<file path="config.mk">
export PLATFORM = sky130hd
export DESIGN_NAME = cpu_run_ctrl_flat
export DESIGN_NICKNAME = d
export VERILOG_FILES = /design/src/rtl/cpu_run_ctrl_pkg.sv /design/src/rtl/cpu_run_ctrl_if.sv /design/src/rtl/cpu_run_ctrl_button_debounce.sv /design/src/rtl/cpu_run_ctrl.sv /design/src/flat_wrapper.sv
export SDC_FILE = /design/constraint.sdc
export NUM_CORES = 1
export LEC_CHECK = 0
export BUFFER_PORTS_ARGS = -buffer_cell sky130_fd_sc_hd__buf_2
export CORE_ASPECT_RATIO = 1.2
export CORE_MARGIN = 4
export CORE_UTILIZATION = 56
export DETAILED_ROUTE_END_ITERATION = 8
export GPL_TIMING_DRIVEN = 1
export PLACE_DENSITY = 0.89
export SETUP_SLACK_MARGIN = 0.2
export SKIP_CTS_REPAIR_TIMING = 1
export SYNTH_ARGS = -nofsm -noshare
export SYNTH_HDL_FRONTEND = slang
export SYNTH_SLANG_ARGS = --single-unit
</file>
<file path="constraint.sdc">
create_clock -name clock -period 3.1 [get_ports clock]
set_input_delay 0.31 -clock clock [delete_from_list [all_inputs] [get_ports clock]]
set_output_delay 0.31 -clock clock [all_outputs]
set_load 0.01 [all_outputs]
</file>
<file path="src/rtl/cpu_run_ctrl_pkg.sv">
// Shared types for the minisys run/step/halt sequencer: state codes, run modes, widths.
package cpu_run_ctrl_pkg;

  localparam int unsigned STATE_W = 3;
  localparam int unsigned MODE_W  = 2;
  localparam int unsigned COUNT_W = 32;

  typedef enum logic [STATE_W-1:0] {
    CTRL_HALT    = 3'd0,
    CTRL_RUN     = 3'd1,
    CTRL_STEP    = 3'd2,
    CTRL_IO_WAIT = 3'd3,
    CTRL_BREAK   = 3'd4
  } ctrl_state_e;

  typedef enum logic [MODE_W-1:0] {
    CTRL_MODE_HALT   = 2'b00,
    CTRL_MODE_RUN    = 2'b01,
    CTRL_MODE_STEP   = 2'b10,
    CTRL_MODE_RUN_BP = 2'b11
  } ctrl_mode_e;

  // Both free-running modes (plain run and run-with-breakpoint).
  function automatic logic mode_runs(input ctrl_mode_e mode);
    return (mode == CTRL_MODE_RUN) || (mode == CTRL_MODE_RUN_BP);
  endfunction

endpackage

</file>
<file path="src/rtl/cpu_run_ctrl_if.sv">
// Board/datapath-side signals of the run controller; master drives inputs, slave is the controller.
interface cpu_run_ctrl_if #(
  parameter int unsigned ISA_WIDTH = 32
);
  import cpu_run_ctrl_pkg::*;

  logic                   confirm_button;
  logic [MODE_W-1:0]      mode_sw;
  logic [ISA_WIDTH-1:0]   pc;
  logic [ISA_WIDTH-1:0]   bp_addr;
  logic                   io_wait_req;
  logic                   cpu_en;
  logic                   io_ack;
  logic                   halted;
  logic [STATE_W-1:0]     state_out;
  logic [COUNT_W-1:0]     insn_count;

  modport master (
    output confirm_button, mode_sw, pc, bp_addr, io_wait_req,
    input  cpu_en, io_ack, halted, state_out, insn_count
  );

  modport slave (
    input  confirm_button, mode_sw, pc, bp_addr, io_wait_req,
    output cpu_en, io_ack, halted, state_out, insn_count
  );

endinterface

</file>
<file path="src/rtl/cpu_run_ctrl_button_debounce.sv">
// Synchronizes and debounces the confirm button; emits a one-cycle pulse per accepted press.
module cpu_run_ctrl_button_debounce #(
  parameter int unsigned DEBOUNCE_CYCLES = 1_000_000
) (
  input  logic clock,
  input  logic rst,
  input  logic raw_i,
  output logic pulse_o
);

  localparam int unsigned CNT_W = (DEBOUNCE_CYCLES < 2) ? 1 : $clog2(DEBOUNCE_CYCLES + 1);

  logic             sync1_q, sync2_q;
  logic             stable_q, stable_d;
  logic             pulse_q, pulse_d;
  logic [CNT_W-1:0] cnt_q, cnt_d;

  // Level flips after DEBOUNCE_CYCLES consecutive disagreeing samples; any agreement restarts.
  always_comb begin
    cnt_d    = '0;
    stable_d = stable_q;
    pulse_d  = 1'b0;
    if (sync2_q != stable_q) begin
      if (cnt_q == CNT_W'(DEBOUNCE_CYCLES - 1)) begin
        stable_d = ~stable_q;
        pulse_d  = ~stable_q;
      end else begin
        cnt_d = cnt_q + CNT_W'(1);
      end
    end
  end

  always_ff @(posedge clock) begin
    if (rst) begin
      sync1_q  <= 1'b0;
      sync2_q  <= 1'b0;
      stable_q <= 1'b0;
      pulse_q  <= 1'b0;
      cnt_q    <= '0;
    end else begin
      sync1_q  <= raw_i;
      sync2_q  <= sync1_q;
      stable_q <= stable_d;
      pulse_q  <= pulse_d;
      cnt_q    <= cnt_d;
    end
  end

  assign pulse_o = pulse_q;

endmodule

</file>
<file path="src/rtl/cpu_run_ctrl.sv">
// Run/step/halt sequencer producing the single datapath enable for the minisys CPU.
module cpu_run_ctrl
  import cpu_run_ctrl_pkg::*;
#(
  parameter int unsigned DEBOUNCE_CYCLES = 1_000_000,
  parameter int unsigned ISA_WIDTH       = 32
) (
  input  logic           clock,
  input  logic           rst,
  cpu_run_ctrl_if.slave  bus
);

  logic                 btn_pulse;
  ctrl_state_e          state_q, state_d;
  ctrl_mode_e           mode;
  logic [ISA_WIDTH-1:0] pc_w, bp_w;
  logic                 bp_hit;
  logic                 cpu_en_c, io_ack_c;
  logic [COUNT_W-1:0]   insn_count_q, insn_count_d;

  cpu_run_ctrl_button_debounce #(
    .DEBOUNCE_CYCLES(DEBOUNCE_CYCLES)
  ) u_debounce (
    .clock  (clock),
    .rst    (rst),
    .raw_i  (bus.confirm_button),
    .pulse_o(btn_pulse)
  );

  assign mode   = ctrl_mode_e'(bus.mode_sw);
  assign pc_w   = bus.pc;
  assign bp_w   = bus.bp_addr;
  assign bp_hit = (mode == CTRL_MODE_RUN_BP) && (pc_w == bp_w);

  always_ff @(posedge clock) begin
    if (rst) begin
      state_q <= CTRL_HALT;
    end else begin
      state_q <= state_d;
    end
  end

  // Next state: mode changes take effect at the next edge; breakpoint outranks an IO wait.
  always_comb begin
    state_d = state_q;
    case (state_q)
      CTRL_HALT: begin
        if (mode_runs(mode))             state_d = CTRL_RUN;
        else if (mode == CTRL_MODE_STEP) state_d = CTRL_STEP;
      end
      CTRL_RUN: begin
        if (mode == CTRL_MODE_HALT)      state_d = CTRL_HALT;
        else if (mode == CTRL_MODE_STEP) state_d = CTRL_STEP;
        else if (bp_hit)                 state_d = CTRL_BREAK;
        else if (bus.io_wait_req)        state_d = CTRL_IO_WAIT;
      end
      CTRL_STEP: begin
        if (mode == CTRL_MODE_HALT)      state_d = CTRL_HALT;
        else if (mode_runs(mode))        state_d = CTRL_RUN;
      end
      CTRL_IO_WAIT: begin
        if (mode == CTRL_MODE_HALT)      state_d = CTRL_HALT;
        else if (btn_pulse)              state_d = (mode == CTRL_MODE_STEP) ? CTRL_STEP : CTRL_RUN;
      end
      CTRL_BREAK: begin
        if (mode == CTRL_MODE_HALT)      state_d = CTRL_HALT;
        else if (mode == CTRL_MODE_STEP) state_d = CTRL_STEP;
        else if ((mode == CTRL_MODE_RUN) || btn_pulse) state_d = CTRL_RUN;
      end
      default:                           state_d = CTRL_HALT;
    endcase
  end

  // Enable and IO acknowledge; halt mode and reset kill both in the same cycle.
  always_comb begin
    cpu_en_c = 1'b0;
    io_ack_c = 1'b0;
    case (state_q)
      CTRL_RUN:     cpu_en_c = ~bp_hit & ~bus.io_wait_req;
      CTRL_STEP,
      CTRL_BREAK: begin
        cpu_en_c = btn_pulse;
        io_ack_c = btn_pulse & bus.io_wait_req;
      end
      CTRL_IO_WAIT: begin
        cpu_en_c = btn_pulse;
        io_ack_c = btn_pulse;
      end
      default: ;
    endcase
    if (rst || (mode == CTRL_MODE_HALT)) begin
      cpu_en_c = 1'b0;
      io_ack_c = 1'b0;
    end
  end

  always_comb begin
    insn_count_d = insn_count_q;
    if (cpu_en_c) insn_count_d = insn_count_q + COUNT_W'(1);
  end

  always_ff @(posedge clock) begin
    if (rst) begin
      insn_count_q <= '0;
    end else begin
      insn_count_q <= insn_count_d;
    end
  end

  assign bus.cpu_en     = cpu_en_c;
  assign bus.io_ack     = io_ack_c;
  assign bus.halted     = (state_q == CTRL_HALT) || (state_q == CTRL_BREAK);
  assign bus.state_out  = STATE_W'(state_q);
  assign bus.insn_count = insn_count_q;

endmodule

</file>
<file path="src/flat_wrapper.sv">
// flat-port wrapper written by rule: the top's interface ports become plain ports
module cpu_run_ctrl_flat import cpu_run_ctrl_pkg::*;
#(
  parameter int unsigned DEBOUNCE_CYCLES = 1_000_000,
  parameter int unsigned ISA_WIDTH       = 32
)
  (clock, rst, bus_confirm_button, bus_mode_sw, bus_pc, bus_bp_addr, bus_io_wait_req, bus_cpu_en, bus_io_ack, bus_halted, bus_state_out, bus_insn_count);
  cpu_run_ctrl_if #(.ISA_WIDTH(ISA_WIDTH)) bus_i ();
  input  logic clock;
  input  logic rst;
  input wire logic [$bits(bus_i.confirm_button)-1:0] bus_confirm_button;
  input wire logic [$bits(bus_i.mode_sw)-1:0] bus_mode_sw;
  input wire logic [$bits(bus_i.pc)-1:0] bus_pc;
  input wire logic [$bits(bus_i.bp_addr)-1:0] bus_bp_addr;
  input wire logic [$bits(bus_i.io_wait_req)-1:0] bus_io_wait_req;
  output wire logic [$bits(bus_i.cpu_en)-1:0] bus_cpu_en;
  output wire logic [$bits(bus_i.io_ack)-1:0] bus_io_ack;
  output wire logic [$bits(bus_i.halted)-1:0] bus_halted;
  output wire logic [$bits(bus_i.state_out)-1:0] bus_state_out;
  output wire logic [$bits(bus_i.insn_count)-1:0] bus_insn_count;
  assign bus_i.confirm_button = bus_confirm_button;
  assign bus_i.mode_sw = bus_mode_sw;
  assign bus_i.pc = bus_pc;
  assign bus_i.bp_addr = bus_bp_addr;
  assign bus_i.io_wait_req = bus_io_wait_req;
  assign bus_cpu_en = bus_i.cpu_en;
  assign bus_io_ack = bus_i.io_ack;
  assign bus_halted = bus_i.halted;
  assign bus_state_out = bus_i.state_out;
  assign bus_insn_count = bus_i.insn_count;
  cpu_run_ctrl #(.DEBOUNCE_CYCLES(DEBOUNCE_CYCLES), .ISA_WIDTH(ISA_WIDTH)) u_core (.clock(clock), .rst(rst), .bus(bus_i));
endmodule
</file>
**After elaboration in Yosys (flattened, before gate mapping)**

Cells that the tools add are included.

- Bits of input ports: 70
- Output and inout bits: 38
- Word-level logic and storage cells: 63
- Register bits after elaboration: 59

- Bitwise operators: 7
- Mux-type cells: 19
- Add/subtract/negate cells: 2
- Equal/unequal tests: 15
- Reductions and logical operators: 13

Operators by type and width:

| kind | count |
|---|---|
| $mux W3 | 13 |
| $add A32 B1 Y32 const B | 1 |
| $eq A32 B32 Y1 | 1 |
| $add A20 B1 Y20 const B | 1 |
| $eq A20 B20 Y1 const B | 1 |
| $pmux W3 S5 | 1 |
| $reduce_or A3 Y1 | 3 |
| $eq A3 B2 Y1 const B | 2 |
| $ne A3 B1 Y1 const B | 2 |
| $ne A5 B2 Y1 const B | 1 |
| $not A1 Y1 | 5 |
| $reduce_and A5 Y1 | 1 |
| $eq A2 B2 Y1 const B | 2 |
| $logic_or A1 B1 Y1 | 4 |
| $ne A4 B1 Y1 const B | 1 |
| $pmux W1 S2 | 2 |
| $eq A3 B1 Y1 const B | 1 |
| $eq A3 B3 Y1 const B | 1 |
| $logic_not A3 Y1 | 1 |
| $ne A3 B2 Y1 const B | 1 |
| $and A1 B1 Y1 | 2 |
| $eq A2 B1 Y1 const B | 1 |
| $logic_not A2 Y1 | 1 |
| $mux W1 | 2 |
| 5 further kinds | 5 |

**Depth between registers and ports, before layout**

- Depth after elaboration: 6
- Depth in mapped cells: 8
- Depth with buffers taken out: 7

**Modules after synthesis**

From an unflattened synthesis, not the netlist that was laid out.

- Cells, all modules: 514
- Area total of the unflattened synthesis: 4,145.2 um^2

By module, submodules not included:

| module | area each (um^2) | cells an instance | instances | seq. area each (um^2) |
|---|---|---|---|---|
| cpu_run_ctrl | 3,066.7 | 395 | 1 | 700.7 |
| cpu_run_ctrl_button_debounce | 1,078.5 | 119 | 1 | 480.5 |

**Least setup slack after synthesis**

Ideal clock, no wire load.

- Path kind: reg2reg
- From: reg u_core.state_q[2] (netlist: u_core.bus.state_out[2])
- To: reg u_core.insn_count_q[21] (netlist: u_core.bus.insn_count[21])
- Library setup time: 0.123 ns
- Clock period less this slack: 2.128 ns
- Path slack: 0.972 ns
- Path buffers: 1
- Required time: 2.977 ns
- Arrival: 2.005 ns
- Cell stages (with the launch flop): 8
- Cell sequence: dfxtp_1 -> or4b_4 -> nor3_4 -> nand3_2 -> o22a_4 -> buf_6 -> a21oi_2 -> mux2_1

- Cells in the longest elaborated chain, start to end: 4
- Elaborated cells between the ends (all ways): 7
- Those cells by class: 4 x eq/ne; 2 x mux; 1 x reduce/logical

Ends and longest elaborated chain:

| what | RTL line | RTL |
|---|---|---|
| from (decl) | cpu_run_ctrl.sv:14 | `ctrl_state_e state_q, state_d;` |
| from (signal assigned) | cpu_run_ctrl.sv:39 | `state_q <= state_d;` |
| $eq A3 B2 Y1 / $eq A3 B3 Y1 (equally long branches) | cpu_run_ctrl.sv:78 | `case (state_q)` |
| $reduce_or A3 Y1 (no source line) | - |  |
| $pmux W1 S2 * | cpu_run_ctrl.sv:78 |  |
| $mux W1 * | cpu_run_ctrl.sv:91 | `if (rst \|\| (mode == CTRL_MODE_HALT)) begin` |
| to (signal assigned) | cpu_run_ctrl.sv:106 | `insn_count_q <= insn_count_d;` |
| to (decl) | cpu_run_ctrl.sv:19 | `logic [COUNT_W-1:0] insn_count_q, insn_count_d;` |

Mark *: on every way between the ends. The rest lies on a longest branch, timed or not.
A chain may end at the register's enable or synchronous reset.

**Final worst setup path**

- From: reg u_core.state_q[0] (netlist: u_core.bus.state_out[0])
- To: reg u_core.insn_count_q[25] (netlist: u_core.bus.insn_count[25])

The elaborated chain is that of the path after synthesis.

==> flow_metrics.tcl <==
set metrics [dict create \
    outcome "finished, final reports clean" \
    ys_types 46 \
    worst_clock_skew_ns 0.00811 \
    grt_pass1_wl_um 14600 \
    ys_async_sr_fraction_pct 0 \
    cts.sinks 59 \
    setup_tns_ns 0 \
    cts_max_level 3 \
    min_period_ns 2.51 \
    fp.coreArea_mm2 0.00609 \
    drcViolationCount 0 \
    power.density_mw_per_mm2 362 \
    rsz0062_at_grt "false" \
    hpwl_um 6320 \
    crit_type "reg -> reg" \
    drive_gt1_share_pct 29.9 \
    die_y_um 95.2 \
    nets 592 \
    rows 31 \
    track_usage_pct 23.9 \
    area_delta_synth_final_pct 20.9 \
    numCtsBuffers 9 \
    syn-num-nets 489 \
    yosys_warnings 0 \
    cts-root-buf "clkbuf_8" \
    vias_per_cell 5.45 \
    relSlewSlack_pct 53.3 \
    pre_cts_ws_ns 0.620 \
    detailedRoute.firstPassIterationCount 4 \
    crit_arrival_ns 2.73 \
    diodes 0 \
    ioPinCount 108 \
    syn-instance-count 417 \
    grt_max_degree 43 \
    start_kind "register" \
    r2r_setup_slack_ns 0.59 \
    num_vias 3310 \
    overflow 0 \
    finalMaxSlewViolations 0 \
    start_util_pct 58.2 \
    p_leak_nw 1.79 \
    cp.required_ns 3.32 \
    grt_pass1_vias 3281 \
    drtAntennaViolNets 0 \
    timing.final.hold_violations 0 \
    holdCritPathClass "in -> reg" \
    peakVddDrop_mv 0.317 \
    antenna_found_initial 0 \
    drt_wl_total_um 8460 \
    hold_ws_ns 0.239 \
    initialDrtViolationCount 148 \
    cts_tree "built" \
    clk_pin_slew_ns 0.06 \
    die_w_um 80.6 \
    worst_setup_path_end_kind "register" \
    setup_viol 0 \
    seq_area_frac_synth_pct 33.3 \
    synth_area_mm2 0.00355 \
    routedWlPerCell_um 13.9 \
    maxCapViolCount 0 \
    tightestPinTransition_ns 0.699 \
    synth_area_per_cell_um2 8.50 \
    place_congestion 0.920 \
    cts_buffer_depth 2 \
    fin_ws_ns 0.594 \
    fmax_ghz 0.399 \
    synth_seq_cells 59 \
    worstSkewPairLatency_ns 0.33 \
    fin_crit_sh_pct 80.8 \
    port-buffer-count 107 \
    cp_max_fo 15 \
    die_area_mm2 0.00767 \
    synth_edf_count 0 \
    ys.flop_type "dfxtp_1" \
]
-- stage by stage --
stage	std cells	instance area (um^2)	util [%]	total power, mW
global placement	591	4110	67.6	0.948
detailed placement	591	4110	67.6	0.956
CTS	607	4290	70.4	1.57
finish	607	4290	70.4	1.55
floorplan	417	3550	-	0.883
global route	607	4290	70.4	1.63
-- placed cells by master (no fill, tap or decap), drive strengths merged, types with 14 or more instances in the layout --
cell,instances
nand2,26
a21oi,30
nand3,28
nor2,55
and3,19
nor2b,29
nand4,15
clkbuf,14
xnor2,42
dfxtp,59
mux2,26
buf,109
-- worst max-delay path, cell delays in order (launching register included) --
cell,delay [ns]
dfxtp_1,0.53
or4b_4,0.52
nor3_4,0.17
nand3_2,0.11
a21o_1,0.41
a21boi_0,0.30
mux2_2,0.35
-- synthesized netlist by cell type (3+ instances only) --
library cell	instances	area share, %
nor2_1	55	5.8
a31oi_1	3	0.53
clkbuf_1	12	1.3
and2_1	4	0.71
nand2_1	26	2.8
nor2b_1	29	5.1
nor3_1	7	0.99
and3_1	19	3.4
and4_1	3	0.74
a21oi_2	16	4.0
dfxtp_1	59	33
nand3_1	27	3.8
mux2i_1	6	1.7
mux2_2	10	3.2
nand4_1	15	2.6
inv_1	5	0.53
xor2_1	8	2.0
a21boi_0	4	0.85
xnor2_1	42	10
mux2_1	16	5.1
o21ai_0	4	0.56
a21oi_1	14	2.0
-- path summary, 6_finish.rpt --
kind / start / to / depth (start not counted)
setup / recovery: u_core.bus.state_out[0]$_SDFFE_PP0P_ / u_core.bus.insn_count[25]$_SDFFE_PP0P_ / 6
hold / removal: bus_confirm_button / u_core.u_debounce.sync1_q$_SDFF_PP0_ / 2
setup reg to reg: u_core.bus.state_out[0]$_SDFFE_PP0P_ / u_core.bus.insn_count[25]$_SDFFE_PP0P_ / 6
hold reg to reg: u_core.u_debounce.sync1_q$_SDFF_PP0_ / u_core.u_debounce.sync2_q$_SDFF_PP0_ / 1
-- per-layer routing --
layer  vias to the layer above  share of wire [%]  track usage (%)
li1                       1660                  -                -
met1                      1550                 42             29.0
met2                        83                 52             41.0
met3                        17                5.1             6.62
met4                         0                1.3             6.76
met5                         -                  0                0
-- final cells by class --
class / instances / area [um^2]
Multi-Input combinational cell: 336 / 2260
Clock inverter: 2 / 10.0
Sequential cell: 59 / 1180
Fill cell: 526 / 1800
Tap cell: 82 / 103
Timing Repair Buffer: 109 / 551
Clock buffer: 14 / 163
Inverter: 5 / 18.8
-- flip-flops by register name (all words and copies together), names as in the netlist --
name / flops
u_core.bus.insn_count: 32
u_core.u_debounce.cnt_q: 20
u_core.bus.state_out: 3
u_core.u_debounce.pulse_o: 1
u_core.u_debounce.stable_q: 1
u_core.u_debounce.sync1_q: 1
u_core.u_debounce.sync2_q: 1
-- report_power, final --
part | switching, mW | internal [mW] | total [mW] | leakage (nW)
sequential | 0.0116 | 0.764 | 0.776 | 0.476
combinational | 0.0798 | 0.0847 | 0.165 | 1.22
clock | 0.281 | 0.332 | 0.613 | 0.0905
-- logic make-up (layout without fill, tap and decap cells) --
group | count (synthesis) | count (layout) | share of synthesized area [%]
AND/OR/NAND/NOR | 199 | 199 | 29.7
flip-flops | 59 | 59 | 33.3
AO/OA/AOI/OAI | 53 | 53 | 11.1
XOR/XNOR | 50 | 50 | 12.4
multiplexers | 32 | 32 | 9.95
buffers and inverters | 22 | 130 | 2.93
adder cells (fa/ha/maj) | 2 | 2 | 0.706
(Power assumes the default switching activity.)
